## config.mk

```make
export PLATFORM = sky130hd
export DESIGN_NAME = text_line_controller_flat
export DESIGN_NICKNAME = d
export VERILOG_FILES = /design/src/rtl/text_line_if.sv /design/src/rtl/text_line_controller.sv /design/src/flat_wrapper.sv
export SDC_FILE = /design/constraint.sdc
export NUM_CORES = 1
export LEC_CHECK = 0
export CORE_UTILIZATION = 65
export CTS_CLUSTER_DIAMETER = 120
export DETAILED_ROUTE_END_ITERATION = 12
export MAX_ROUTING_LAYER = met4
export PLACE_DENSITY = 0.95
export RECOVER_POWER = 50
export SLEW_MARGIN = 20
export SYNTH_ARGS = -nofsm -noshare
export SYNTH_HDL_FRONTEND = slang
export SYNTH_SLANG_ARGS = --single-unit
```

## constraint.sdc

```tcl
create_clock -name clk -period 13.9 [get_ports clk]
set_clock_uncertainty 0.15 [all_clocks]
set_input_delay 2.78 -clock clk [delete_from_list [all_inputs] [get_ports clk]]
set_output_delay 2.78 -clock clk [all_outputs]
set_load 0.05 [all_outputs]
```

## src/rtl/text_line_if.sv

```systemverilog
// Raster, config and glyph ROM bundle for the text line controller.
// master = game side / ROM, slave = controller.
interface text_line_if #(
  parameter int ADDR_W = 16
) ();
  logic              frame_start;
  logic [8:0]        row;
  logic [9:0]        col;
  logic              cfg_we;
  logic [3:0]        cfg_idx;
  logic [4:0]        cfg_char;
  logic [9:0]        cfg_x;
  logic [8:0]        cfg_y;
  logic [3:0]        cfg_len;
  logic              cfg_commit;
  logic [ADDR_W-1:0] rom_addr;
  logic              rom_q;
  logic              pixel_on;
  logic              busy;

  modport master (
    output frame_start, row, col,
    output cfg_we, cfg_idx, cfg_char,
    output cfg_x, cfg_y, cfg_len, cfg_commit,
    output rom_q,
    input  rom_addr, pixel_on, busy
  );

  modport slave (
    input  frame_start, row, col,
    input  cfg_we, cfg_idx, cfg_char,
    input  cfg_x, cfg_y, cfg_len, cfg_commit,
    input  rom_q,
    output rom_addr, pixel_on, busy
  );
endinterface

```

## src/rtl/text_line_controller.sv

```systemverilog
// One line of runtime-loaded text rendered from the shared glyph ROM.
// Shadow string is committed to the active copy on a frame boundary.
module text_line_controller #(
  parameter int MAX_CHARS   = 12,
  parameter int GLYPH_W     = 50,
  parameter int GLYPH_WORDS = 2500,
  parameter int ADDR_W      = 16
) (
  input logic       clk,
  input logic       resetn,
  text_line_if.slave bus
);
  typedef enum logic [1:0] {
    IDLE, PENDING, SHOW, SHOW_PEND
  } state_t;

  localparam logic [3:0] MAXC = 4'(MAX_CHARS);
  localparam logic [5:0] GX_LAST = 6'(GLYPH_W - 1);

  state_t state, state_nx;
  logic   copy;

  logic [4:0] shadow [MAX_CHARS];
  logic [4:0] active [MAX_CHARS];
  logic [9:0] x_p, x_a;
  logic [8:0] y_p, y_a;
  logic [3:0] len_p, len_a;

  logic [5:0] gx_r, cur_gx;
  logic [3:0] slot_r, cur_slot;
  logic [10:0] col_end;
  logic [9:0]  row_end;
  logic [5:0]  gy;
  logic [4:0]  code;
  logic        render, in_row, in_col;
  logic        inbox, at_x, is_glyph;
  logic [ADDR_W-1:0] addr, addr_r;
  logic        inbox_d1, glyph_d1, pix_r;

  assign bus.busy = (state == PENDING) ||
                    (state == SHOW_PEND);
  assign bus.rom_addr = addr_r;
  assign bus.pixel_on = pix_r;

  // state register
  always_ff @(posedge clk) begin
    if (!resetn) state <= IDLE;
    else         state <= state_nx;
  end

  // next state; copy only on a frame_start without a fresh commit
  always_comb begin
    state_nx = state;
    copy     = 1'b0;
    unique case (state)
      IDLE:
        if (bus.cfg_commit) state_nx = PENDING;
      PENDING, SHOW_PEND:
        if (bus.frame_start && !bus.cfg_commit) begin
          copy     = 1'b1;
          state_nx = (len_p != 4'd0) ? SHOW : IDLE;
        end
      SHOW:
        if (bus.cfg_commit) state_nx = SHOW_PEND;
      default: state_nx = IDLE;
    endcase
  end

  // shadow writes, commit sampling and shadow->active copy
  always_ff @(posedge clk) begin
    if (!resetn) begin
      for (int i = 0; i < MAX_CHARS; i++) begin
        shadow[i] <= 5'd31;
        active[i] <= 5'd31;
      end
      x_p   <= '0;
      y_p   <= '0;
      len_p <= '0;
      x_a   <= '0;
      y_a   <= '0;
      len_a <= '0;
    end else begin
      if (copy) begin
        for (int i = 0; i < MAX_CHARS; i++)
          active[i] <= shadow[i];
        x_a   <= x_p;
        y_a   <= y_p;
        len_a <= len_p;
      end
      if (bus.cfg_we && bus.cfg_idx < MAXC)
        shadow[bus.cfg_idx] <= bus.cfg_char;
      if (bus.cfg_commit) begin
        x_p   <= bus.cfg_x;
        y_p   <= bus.cfg_y;
        len_p <= (bus.cfg_len > MAXC) ?
                 MAXC : bus.cfg_len;
      end
    end
  end

  // box test and glyph-relative position of the current pixel
  always_comb begin
    render  = (state == SHOW) || (state == SHOW_PEND);
    col_end = 11'(x_a) + 11'(len_a) * 11'(GLYPH_W);
    row_end = 10'(y_a) + 10'(GLYPH_W);
    in_row  = ({1'b0, bus.row} >= {1'b0, y_a}) &&
              ({1'b0, bus.row} < row_end) &&
              (bus.row <= 9'd479);
    in_col  = (bus.col >= x_a) &&
              ({1'b0, bus.col} < col_end) &&
              (bus.col <= 10'd639);
    inbox   = render && in_row && in_col;
    at_x    = (bus.col == x_a);
    cur_gx  = at_x ? 6'd0 : gx_r;
    cur_slot = at_x ? 4'd0 : slot_r;
    code    = (cur_slot < MAXC) ?
              active[cur_slot] : 5'd31;
    is_glyph = (code < 5'd26);
    gy      = 6'(bus.row - y_a);
    addr    = ADDR_W'(code) * ADDR_W'(GLYPH_WORDS) +
              ADDR_W'(gy) * ADDR_W'(GLYPH_W) +
              ADDR_W'(cur_gx);
  end

  // column counters: restart at origin, step while inside the box
  always_ff @(posedge clk) begin
    if (!resetn) begin
      gx_r   <= '0;
      slot_r <= '0;
    end else if (at_x || inbox) begin
      if (cur_gx == GX_LAST) begin
        gx_r   <= '0;
        slot_r <= cur_slot + 4'd1;
      end else begin
        gx_r   <= cur_gx + 6'd1;
        slot_r <= cur_slot;
      end
    end
  end

  // two-stage pipe: ROM address, then gated ROM data
  always_ff @(posedge clk) begin
    if (!resetn) begin
      addr_r   <= '0;
      inbox_d1 <= 1'b0;
      glyph_d1 <= 1'b0;
      pix_r    <= 1'b0;
    end else begin
      addr_r   <= (inbox && is_glyph) ? addr : '0;
      inbox_d1 <= inbox;
      glyph_d1 <= is_glyph;
      pix_r    <= bus.rom_q & inbox_d1 & glyph_d1;
    end
  end
endmodule
```

## src/flat_wrapper.sv

```systemverilog
// flat-port wrapper written by rule: the top's interface ports become plain ports
module text_line_controller_flat 
#(
  parameter int MAX_CHARS   = 12,
  parameter int GLYPH_W     = 50,
  parameter int GLYPH_WORDS = 2500,
  parameter int ADDR_W      = 16
)
  (clk, resetn, bus_frame_start, bus_row, bus_col, bus_cfg_we, bus_cfg_idx, bus_cfg_char, bus_cfg_x, bus_cfg_y, bus_cfg_len, bus_cfg_commit, bus_rom_q, bus_rom_addr, bus_pixel_on, bus_busy);
  text_line_if #(.ADDR_W(ADDR_W)) bus_i ();
  input logic clk;
  input logic resetn;
  input wire logic [$bits(bus_i.frame_start)-1:0] bus_frame_start;
  input wire logic [$bits(bus_i.row)-1:0] bus_row;
  input wire logic [$bits(bus_i.col)-1:0] bus_col;
  input wire logic [$bits(bus_i.cfg_we)-1:0] bus_cfg_we;
  input wire logic [$bits(bus_i.cfg_idx)-1:0] bus_cfg_idx;
  input wire logic [$bits(bus_i.cfg_char)-1:0] bus_cfg_char;
  input wire logic [$bits(bus_i.cfg_x)-1:0] bus_cfg_x;
  input wire logic [$bits(bus_i.cfg_y)-1:0] bus_cfg_y;
  input wire logic [$bits(bus_i.cfg_len)-1:0] bus_cfg_len;
  input wire logic [$bits(bus_i.cfg_commit)-1:0] bus_cfg_commit;
  input wire logic [$bits(bus_i.rom_q)-1:0] bus_rom_q;
  output wire logic [$bits(bus_i.rom_addr)-1:0] bus_rom_addr;
  output wire logic [$bits(bus_i.pixel_on)-1:0] bus_pixel_on;
  output wire logic [$bits(bus_i.busy)-1:0] bus_busy;
  assign bus_i.frame_start = bus_frame_start;
  assign bus_i.row = bus_row;
  assign bus_i.col = bus_col;
  assign bus_i.cfg_we = bus_cfg_we;
  assign bus_i.cfg_idx = bus_cfg_idx;
  assign bus_i.cfg_char = bus_cfg_char;
  assign bus_i.cfg_x = bus_cfg_x;
  assign bus_i.cfg_y = bus_cfg_y;
  assign bus_i.cfg_len = bus_cfg_len;
  assign bus_i.cfg_commit = bus_cfg_commit;
  assign bus_i.rom_q = bus_rom_q;
  assign bus_rom_addr = bus_i.rom_addr;
  assign bus_pixel_on = bus_i.pixel_on;
  assign bus_busy = bus_i.busy;
  text_line_controller #(.MAX_CHARS(MAX_CHARS), .GLYPH_W(GLYPH_W), .GLYPH_WORDS(GLYPH_WORDS), .ADDR_W(ADDR_W)) u_core (.clk(clk), .resetn(resetn), .bus(bus_i));
endmodule
```

## Yosys cells after proc, flatten, opt, wreduce, memory -nomap -nowiden

Memory sizes are Yosys's and may differ from the RTL's.
Cells that the tools add are included.

- $add $sub $neg: 7
- Equal/unequal tests: 8
- Reductions and logical operators: 19
- Multiplexer cells: 35
- Multiply operators: 3
- Divide/modulo/power cells: 0
- Bitwise gates (word level): 14
- Magnitude comparators: 10
- Shifts and indexed selects: 0

Operator list:

| cell | number |
|---|---|
| two-way mux 5 bit | 14 |
| adder 16 x 12 -> 16 bit | 1 |
| adder 16 x 6 -> 16 bit | 1 |
| two-way mux 4 bit | 4 |
| multiplier 5 x 10 -> 14 bit, second input constant | 1 |
| two-way mux 6 bit | 2 |
| OR 1 bit | 12 |
| adder 10 x 10 -> 11 bit | 1 |
| < comparator 10 x 11 -> 1 bit | 1 |
| multiplier 6 x 5 -> 11 bit, second input constant | 1 |
| adder 9 x 6 -> 10 bit, second input constant | 1 |
| == test 10 bit | 1 |
| >= comparator 10 bit | 1 |
| <= comparator 10 bit, second input constant | 1 |
| < comparator 9 x 10 -> 1 bit | 1 |
| two-way mux 1 bit | 10 |
| >= comparator 9 bit | 1 |
| <= comparator 9 bit, second input constant | 1 |
| logical AND 1 bit | 9 |
| multiplier 4 x 5 -> 9 bit, second input constant | 1 |
| < comparator 4 bit, second input constant | 2 |
| two-way mux 2 bit | 4 |
| adder 6 x 1 -> 6 bit, second input constant | 1 |
| == test 6 bit, second input constant | 1 |
| other kinds (18) | 23 |

- Bits in read-only memories: 0
- Memories kept: 2
- Output and inout port bits: 18
- Input bits: 57
- Latch bits: 0
- Bits in writable memories: 120
- Bits in registers: 77

Memories:

| memory | depth | bits a word | rd ports | clocked after Yosys merged registers in | wr ports | line | RTL |
|---|---|---|---|---|---|---|---|
| u_core.active | 12 | 5 | 1 | 0 | 12 | text_line_controller.sv:24 | `logic [4:0] active [MAX_CHARS];` |
| u_core.shadow | 12 | 5 | 12 | 0 | 12 | text_line_controller.sv:23 | `logic [4:0] shadow [MAX_CHARS];` |

## Logic depth before layout (Yosys ltp)

Gate-level depths: netlist of run 1.

- Depth in word-level cells: 8
- Gate-level depth with buffers: 28

## Least setup slack after synthesis of run 1

No wires, ideal clock.

- Kind: input-to-reg
- Start point: input port bus_col[6]
- End point: register u_core.addr_r[14] (netlist: u_core.bus.rom_addr[14])
- Data arrival time: 7.864 ns
- Stages: 24
- Data required time: 13.633 ns
- Buffers on the path: 1
- Slack: 5.768 ns
- Cell sequence: ha_1 > nand4_1 > or3_1 > buf_2 > nand2_2 > mux2_2 > o211ai_1 > o21ai_0 > a21oi_1 > fa_1 > ha_1 > ha_1 > ha_1 > o21ai_0 > nor2_1 > nor2_1 > ha_1 > ha_1 > or3_1 > o211a_1 > o21a_1 > o21ai_1 > xnor2_1 > nor2_1

- Longest elaborated chain between the ends: 7

Ends and longest elaborated chain:

| element | line | RTL |
|---|---|---|
| start: declaration | flat_wrapper.sv:15 | `input wire logic [$bits(bus_i.col)-1:0] bus_col;` |
| == test 10 bit | text_line_controller.sv:113 | `at_x = (bus.col == x_a);` |
| two-way mux 4 bit | text_line_controller.sv:115 | `cur_slot = at_x ? 4'd0 : slot_r;` |
| memory read (12 x 5 bit) / < comparator 4 bit (equally long branches) | -- |  |
| two-way mux 5 bit | text_line_controller.sv:116 | `code = (cur_slot < MAXC) ?` |
| multiplier 5 x 10 -> 14 bit / < comparator 5 bit (equally long branches) | text_line_controller.sv:120, text_line_controller.sv:118 |  |
| adder 16 x 12 -> 16 bit / logical AND 1 bit (equally long branches) | text_line_controller.sv:120, text_line_controller.sv:149 |  |
| adder 16 x 6 -> 16 bit / AND reduction 2 bit (equally long branches) | -- |  |
| end signal: assignment | text_line_controller.sv:149 | `addr_r <= (inbox && is_glyph) ? addr : '0;` |
| end: declaration | text_line_controller.sv:37 | `logic [ADDR_W-1:0] addr, addr_r;` |

Parallel ways exist; a longest one is shown, timed or not.
A chain may end at the register's enable or synchronous reset.

## Final worst setup path of run 1

- Start point: input port resetn
- End point: register u_core.addr_r[8] (netlist: u_core.bus.rom_addr[8])

- Longest elaborated chain between the ends: 1

Ends and longest elaborated chain:

| element | line | RTL |
|---|---|---|
| start: declaration | flat_wrapper.sv:12 | `input logic resetn;` |
| AND reduction 2 bit (no line) | -- |  |

No other way between the ends.

==> run summary, run 1 <==
R2r setup slk - 7.05 ns
Port buffer count - 74
Fmax - 107 MHz
Grt ovf - 0
Layout Cells excl Fill - 1325
Worst Path Required - 14.09 ns
CTS max path bufs - 2
Kind of end point of the critical path - flip-flop
Crit path DAT - 9.57 ns
MaxCap Viol Count - 3
Reg2reg end - u_core.bus.rom_addr[14]
Routed len/inst - 18.6 um
Final Net Count - 1283
Die extent in y - 133 um
Cts bufs inserted - 17
DRT iter0 DRCs - 535
Fin area - 0.0126 mm2
CP startpoint kind - input pin
CTS sink cnt - 197
Tot Pwr - 1.47 mW
Drt drc - 0
# placed instances - 1292
Layout overhead on the synthesized area - 13.0%
Total negative slack - 0 ns
Worst Tran Pin Value - 3.99 ns
Htree depth - 4
Synth Flop Type - edfxtp_1
Final worst-path cycle share - 67.4%
WS Path Type - input pin to flip-flop
Post-synth top area share - 32.3%
Peak supply drop - 0.122 mV
Syn_nets - 1232
Pwr per Cell Area - 117 mW/mm2
Outcome - finished with violations
Hold EP - u_core.y_a[1]
Post-cts resize count - 0
Hold depth - 2
Ratio of cells with drive above 1 in the final layout - 7.43%
DP HPWL - 17.0 mm
R2R cell count - 23
Most frequent cell after synthesis - ha_1
Synth cell count leaders - 121 x ha_1, 120 x edfxtp_1, 85 x or3_1, 77 x dfxtp_1
Cts hold-fix bufs - 0
Gpl congestion - 0.902
Routed Antenna Nets - 0
Fin. max-slew vios - 199
Unrepaired setup endpoints after global routing - no
Pleak - 4.88 nW
Critical path startpoint - resetn
Final WL - 24.6 mm
Global-route wire length before repair - 39.8 mm
Root buffer cell - clkbuf_16
Cells after Synth - 1040
CTS clk-pin slew, worst paths - 0.08 ns
Post-synthesis cell type count - 62
Hold path start - u_core.y_p[1]
CTS tree - built
Area leader, netlist - edfxtp_1
Slew HR - -166%
CORE AREA - 0.0167 mm2
Area after DPL - 0.0120 mm2
Worst-path fanout max - 80
Mapped Area - 0.0112 mm2
Synth Area per Inst - 10.7 um2
Filler cell count - 1069
Final setup vio count - 0
Synth top area cells - edfxtp_1 32%, dfxtp_1 14%, ha_1 14%
Ports - 75
Worst r2r src - u_core.x_a[2]
Via density - 6.11
Clock Latency Late Sink - 0.45 ns
# rows - 47
Initial antenna violation count - 1
Largest net degree at the start of global routing - 81
Setup Fix Bufs, Post-CTS - 0
Hold Path Class - flip-flop to flip-flop
Hold Vio Cnt, Final - 0
Flops & latches, synth - 197
Die area - 0.0177 mm2
Synth async-reset ratio - 0%
Tot GR Track Use - 30.1%
Starting Density - 66.9%
Failing checks - capacitance limit, slew limit
Yosys warnings - 0
Final worst path period need - 9.37 ns
TritonRoute pass-1 iters - 5
Die W - 133 um
Sequential area share after synthesis - 46.1%
Vias - 8096
Vias in the first global route - 8157
EDFF count, synth - 120
-- report_power, final --
group | switching (mW) | internal (mW)
Combinational | 0.179 | 0.142
Sequential | 0.00764 | 0.639
Clock | 0.259 | 0.248
Total | 0.445 | 1.03
-- stage by stage --
stage	utilization [%]	hold WS, ns	worst slack, ns
after floorplan	-	0.272	5.77
final	75.6	0.305	4.53
after CTS	75.7	0.313	4.72
after global routing	75.6	0.324	3.93
after detailed placement	72.0	0.297	4.42
after global placement	72.0	0.286	4.63
-- how the worst max path moves through the flow --
stage / end / slack, ns / cells after the start
detailed placement: u_core.bus.rom_addr[15] / 4.42 / 23
global route: u_core.bus.rom_addr[6] / 3.93 / 6
floorplan: u_core.bus.rom_addr[14] / 5.77 / 24
CTS: u_core.bus.rom_addr[15] / 4.72 / 23
global placement: u_core.bus.rom_addr[15] / 4.63 / 24
finish: u_core.bus.rom_addr[8] / 4.53 / 6
-- state kept, by name (all words and copies together) (netlist names), 4 cells and up, named ones only --
name / flops
u_core.slot_r: 4
u_core.y_p: 9
u_core.active: 60
u_core.x_a: 10
u_core.y_a: 9
u_core.gx_r: 6
u_core.x_p: 10
u_core.len_p: 4
u_core.len_a: 4
u_core.shadow: 60
u_core.bus.rom_addr: 16
-- layout make-up --
cell class / instances / area, um2 / area share, %
diodes: 1 / 2.50 / 0.0198
clock buffers: 17 / 425 / 3.37
clock inverters: 15 / 183 / 1.45
inverters: 65 / 245 / 1.94
multi-input cells: 731 / 5580 / 44.2
flip-flops and latches: 197 / 5140 / 40.8
well taps: 220 / 275 / 2.18
repair buffers: 79 / 771 / 6.11
-- routing by layer --
| layer | vias up | part of all wire, % | GRT usage, % |
|---|---|---|---|
| met3 | 58 | 6.5 | 5.56 |
| met1 | 3849 | 41 | 35.6 |
| met5 | - | 0 | - |
| li1 | 3856 | - | - |
| met2 | 333 | 50 | 50.2 |
| met4 | 0 | 2.6 | 12.8 |
-- worst max-delay path: stages --
cell           delay (ns)
dlygate4sd3_1        0.52
clkbuf_1             1.48
clkinvlp_2           2.72
a21oi_1              1.23
nand2_1              0.50
a211oi_1             0.32
-- kinds of logic (layout without fill, tap and decap cells) --
logic type	after synthesis	count (layout)	share of synthesized area, %
other	0	1	0
buffers and inverters	112	176	3.89
xor gates and xnor gates	37	37	2.90
muxes	47	47	4.76
adders and majority gates	135	135	16.1
AOI/OAI and AO/OA	178	178	10.5
DFF	197	197	46.1
and+or+nand+nor	334	334	15.8
-- cells in the final DEF, fill, tap and decap left out, types with 26 or more instances in the layout --
cell type          n
a21oi_1           39
clkdlybuf4s50_1   55
dfxtp_1           77
edfxtp_1         120
ha_1             121
inv_1             63
mux2i_1           34
nand2_1           62
nor2_1            64
o21ai_0           49
or2_2             27
or3_1             85
xnor2_1           26
Power figures use the tool's default switching activity.
==> run 2, diff against run 1 <==
--- a/config.mk
+++ b/config.mk
@@ -5,11 +5,11 @@
 export SDC_FILE = /design/constraint.sdc
 export NUM_CORES = 1
 export LEC_CHECK = 0
-export CORE_UTILIZATION = 65
+export CORE_UTILIZATION = 54
 export CTS_CLUSTER_DIAMETER = 120
 export DETAILED_ROUTE_END_ITERATION = 12
 export MAX_ROUTING_LAYER = met4
-export PLACE_DENSITY = 0.95
+export PLACE_DENSITY = 0.87
 export RECOVER_POWER = 50
 export SLEW_MARGIN = 20
 export SYNTH_ARGS = -nofsm -noshare
==> constraint.sdc (replaced) <==
create_clock -name clk -period 7.9 [get_ports clk]
set_clock_uncertainty 0.15 [all_clocks]
set_input_delay 1.58 -clock clk [delete_from_list [all_inputs] [get_ports clk]]
set_output_delay 1.58 -clock clk [all_outputs]
set_load 0.05 [all_outputs]
==> run summary, run 2 (synthesis gave the netlist of run 1 again) <==
Part of the power in registers - 43.6%
Clk pwr share - 34.5%
Hold path start - u_core.x_p[4]
CTS clk-pin slew, worst paths - 0.07 ns
Switching share of power - 29.6%
Worst r2r src - u_core.x_a[9]
Cts bufs inserted - 17
Reg2reg end - u_core.bus.rom_addr[14]
Final worst path period need - 7.43 ns
DP HPWL - 16.8 mm
Worst path slowest cell - or3_1
Initial antenna violation count - 1
Psw - 0.770 mW
Placement Setup Slack - 0.165 ns
CTS tree - built
Tot GR Track Use - 23.9%
Vias in the first global route - 8018
Layout Cells excl Fill - 1381
Unrepaired setup endpoints after global routing - no
Cts hold-fix bufs - 0
WS Path Type - input pin to flip-flop
Starting Density - 55.2%
# placed instances - 1348
Port buffer count - 74
CP startpoint kind - input pin
Worst Tran Pin Value - 3.12 ns
Int Pwr - 1.83 mW
Crit path DAT - 7.60 ns
CTS sink cnt - 197
Largest stage delay, worst path - 0.53 ns
Total negative slack - 0 ns
Fmax - 135 MHz
Slew HR - -108%
CTS max path bufs - 2
Final Net Count - 1289
Hold Vio Cnt, Final - 0
Via density - 5.72
Hold Path Class - flip-flop to flip-flop
Clock Latency Late Sink - 0.45 ns
Ports - 75
Root buffer cell - clkbuf_16
Fin util - 63.0%
Worst Path Required - 8.07 ns
Layout overhead on the synthesized area - 14.2%
Gpl congestion - 0.921
Outcome - finished with violations
Most common cell after layout, fill and taps aside - ha_1
R2r setup slk - 1.68 ns
Failing checks - capacitance limit, slew limit
Final WL - 23.6 mm
Hold EP - u_core.x_a[4]
Largest net degree at the start of global routing - 80
TritonRoute pass-1 iters - 5
Final setup vio count - 0
Drt drc - 0
Grt ovf - 0
Worst-path fanout max - 7
Pleak - 4.91 nW
Ratio of cells with drive above 1 in the final layout - 8.02%
Htree depth - 4
Most frequent cells in the layout - 121 x ha_1, 120 x edfxtp_1, 85 x or3_1, 77 x dfxtp_1, 64 x nor2_1
Final worst-path cycle share - 94.1%
R2R cell count - 26
Routed len/inst - 17.1 um
Global-route wire length before repair - 39.1 mm
Die W - 146 um
Kind of end point of the critical path - flip-flop
Die extent in y - 146 um
Hold depth - 2
MaxCap Viol Count - 2
CORE AREA - 0.0202 mm2
Peak supply drop - 0.152 mV
Logic pwr share - 21.8%
Routed Antenna Nets - 0
Min setup slack post-route - 0.469 ns
Die area - 0.0213 mm2
Pwr per Cell Area - 204 mW/mm2
DRT iter0 DRCs - 563
CP dominant cell by count - ha_1
# rows - 52
Fin. max-slew vios - 119
Vias - 7901
## run 2: how the worst max path moves through the flow
stage | from | to | slack, ns | cells past startpoint
after detailed placement | bus_col[9] | u_core.bus.rom_addr[14] | 0.17 | 24
after global routing | bus_col[9] | u_core.bus.rom_addr[15] | 0.002 | 26
after CTS | bus_col[9] | u_core.bus.rom_addr[14] | 0.52 | 24
after global placement | bus_col[9] | u_core.bus.rom_addr[15] | 0.25 | 24
final | bus_col[9] | u_core.bus.rom_addr[14] | 0.47 | 26
after floorplan | bus_col[6] | u_core.bus.rom_addr[14] | 0.97 | 24
## run 2: repair_timing
| action | 4_1_cts | 5_1_grt |
|---|---|---|
| endpoints found under the hold margin | 0 | 0 |
| buffers inserted | 0 | 0 |
| resized for setup | 0 | 1 |
| setup endpoints to repair | 0 | 1 |
## run 2: critical path, delay by kind of cell
kind                     cells  cell delay (ns)
XOR/XNOR                     1             0.13
adder cells (fa/ha/maj)      7             2.31
buffers and inverters        2             0.70
AND/OR/NAND/NOR              9             1.68
AO/OA/AOI/OAI                7             1.20
## run 2: per-stage QoR
stage          cell area, um2  total power [mW]  hold slack (ns)
5_1_grt                 12800              2.73            0.346
2_1_floorplan           11200              1.57            0.272
3_3_place_gp            12100              1.69            0.280
3_5_place_dp            12100              1.71            0.283
4_1_cts                 12800              2.60            0.316
6_report                12800              2.60            0.313
## run 2: cell type report
cell class / count / area, um2
Fill cell: 1531 / 7480
Multi-Input combinational cell: 731 / 5590
Tap cell: 270 / 338
Timing Repair Buffer: 85 / 812
Sequential cell: 197 / 5140
Clock inverter: 15 / 193
Inverter: 65 / 244
Clock buffer: 17 / 425
Antenna cell: 1 / 2.50
## run 2: power by group through the flow
stage	Combinational (mW)	Clock, mW	Sequential, mW
2_1_floorplan	0.419	0	1.15
3_3_place_gp	0.534	0	1.16
3_5_place_dp	0.553	0	1.16
4_1_cts	0.565	0.904	1.13
5_1_grt	0.640	0.947	1.14
6_report	0.569	0.899	1.14
## run 2: routing by layer
layer | vias up | wire, um | GRT usage, %
li1 | 3865 | - | -
met3 | 43 | 906 | 3.26
met1 | 3793 | 10200 | 28.3
met2 | 200 | 11900 | 41.2
met5 | - | 0 | -
met4 | 0 | 522 | 9.05
==> run 3, diff against run 2 <==
--- a/config.mk
+++ b/config.mk
@@ -5,6 +5,7 @@
 export SDC_FILE = /design/constraint.sdc
 export NUM_CORES = 1
 export LEC_CHECK = 0
+export CAP_MARGIN = 5
 export CORE_UTILIZATION = 54
 export CTS_CLUSTER_DIAMETER = 120
 export DETAILED_ROUTE_END_ITERATION = 12
==> results of run 3 <==
No change in the layout: final DEF, timing and power equal those of run 2.
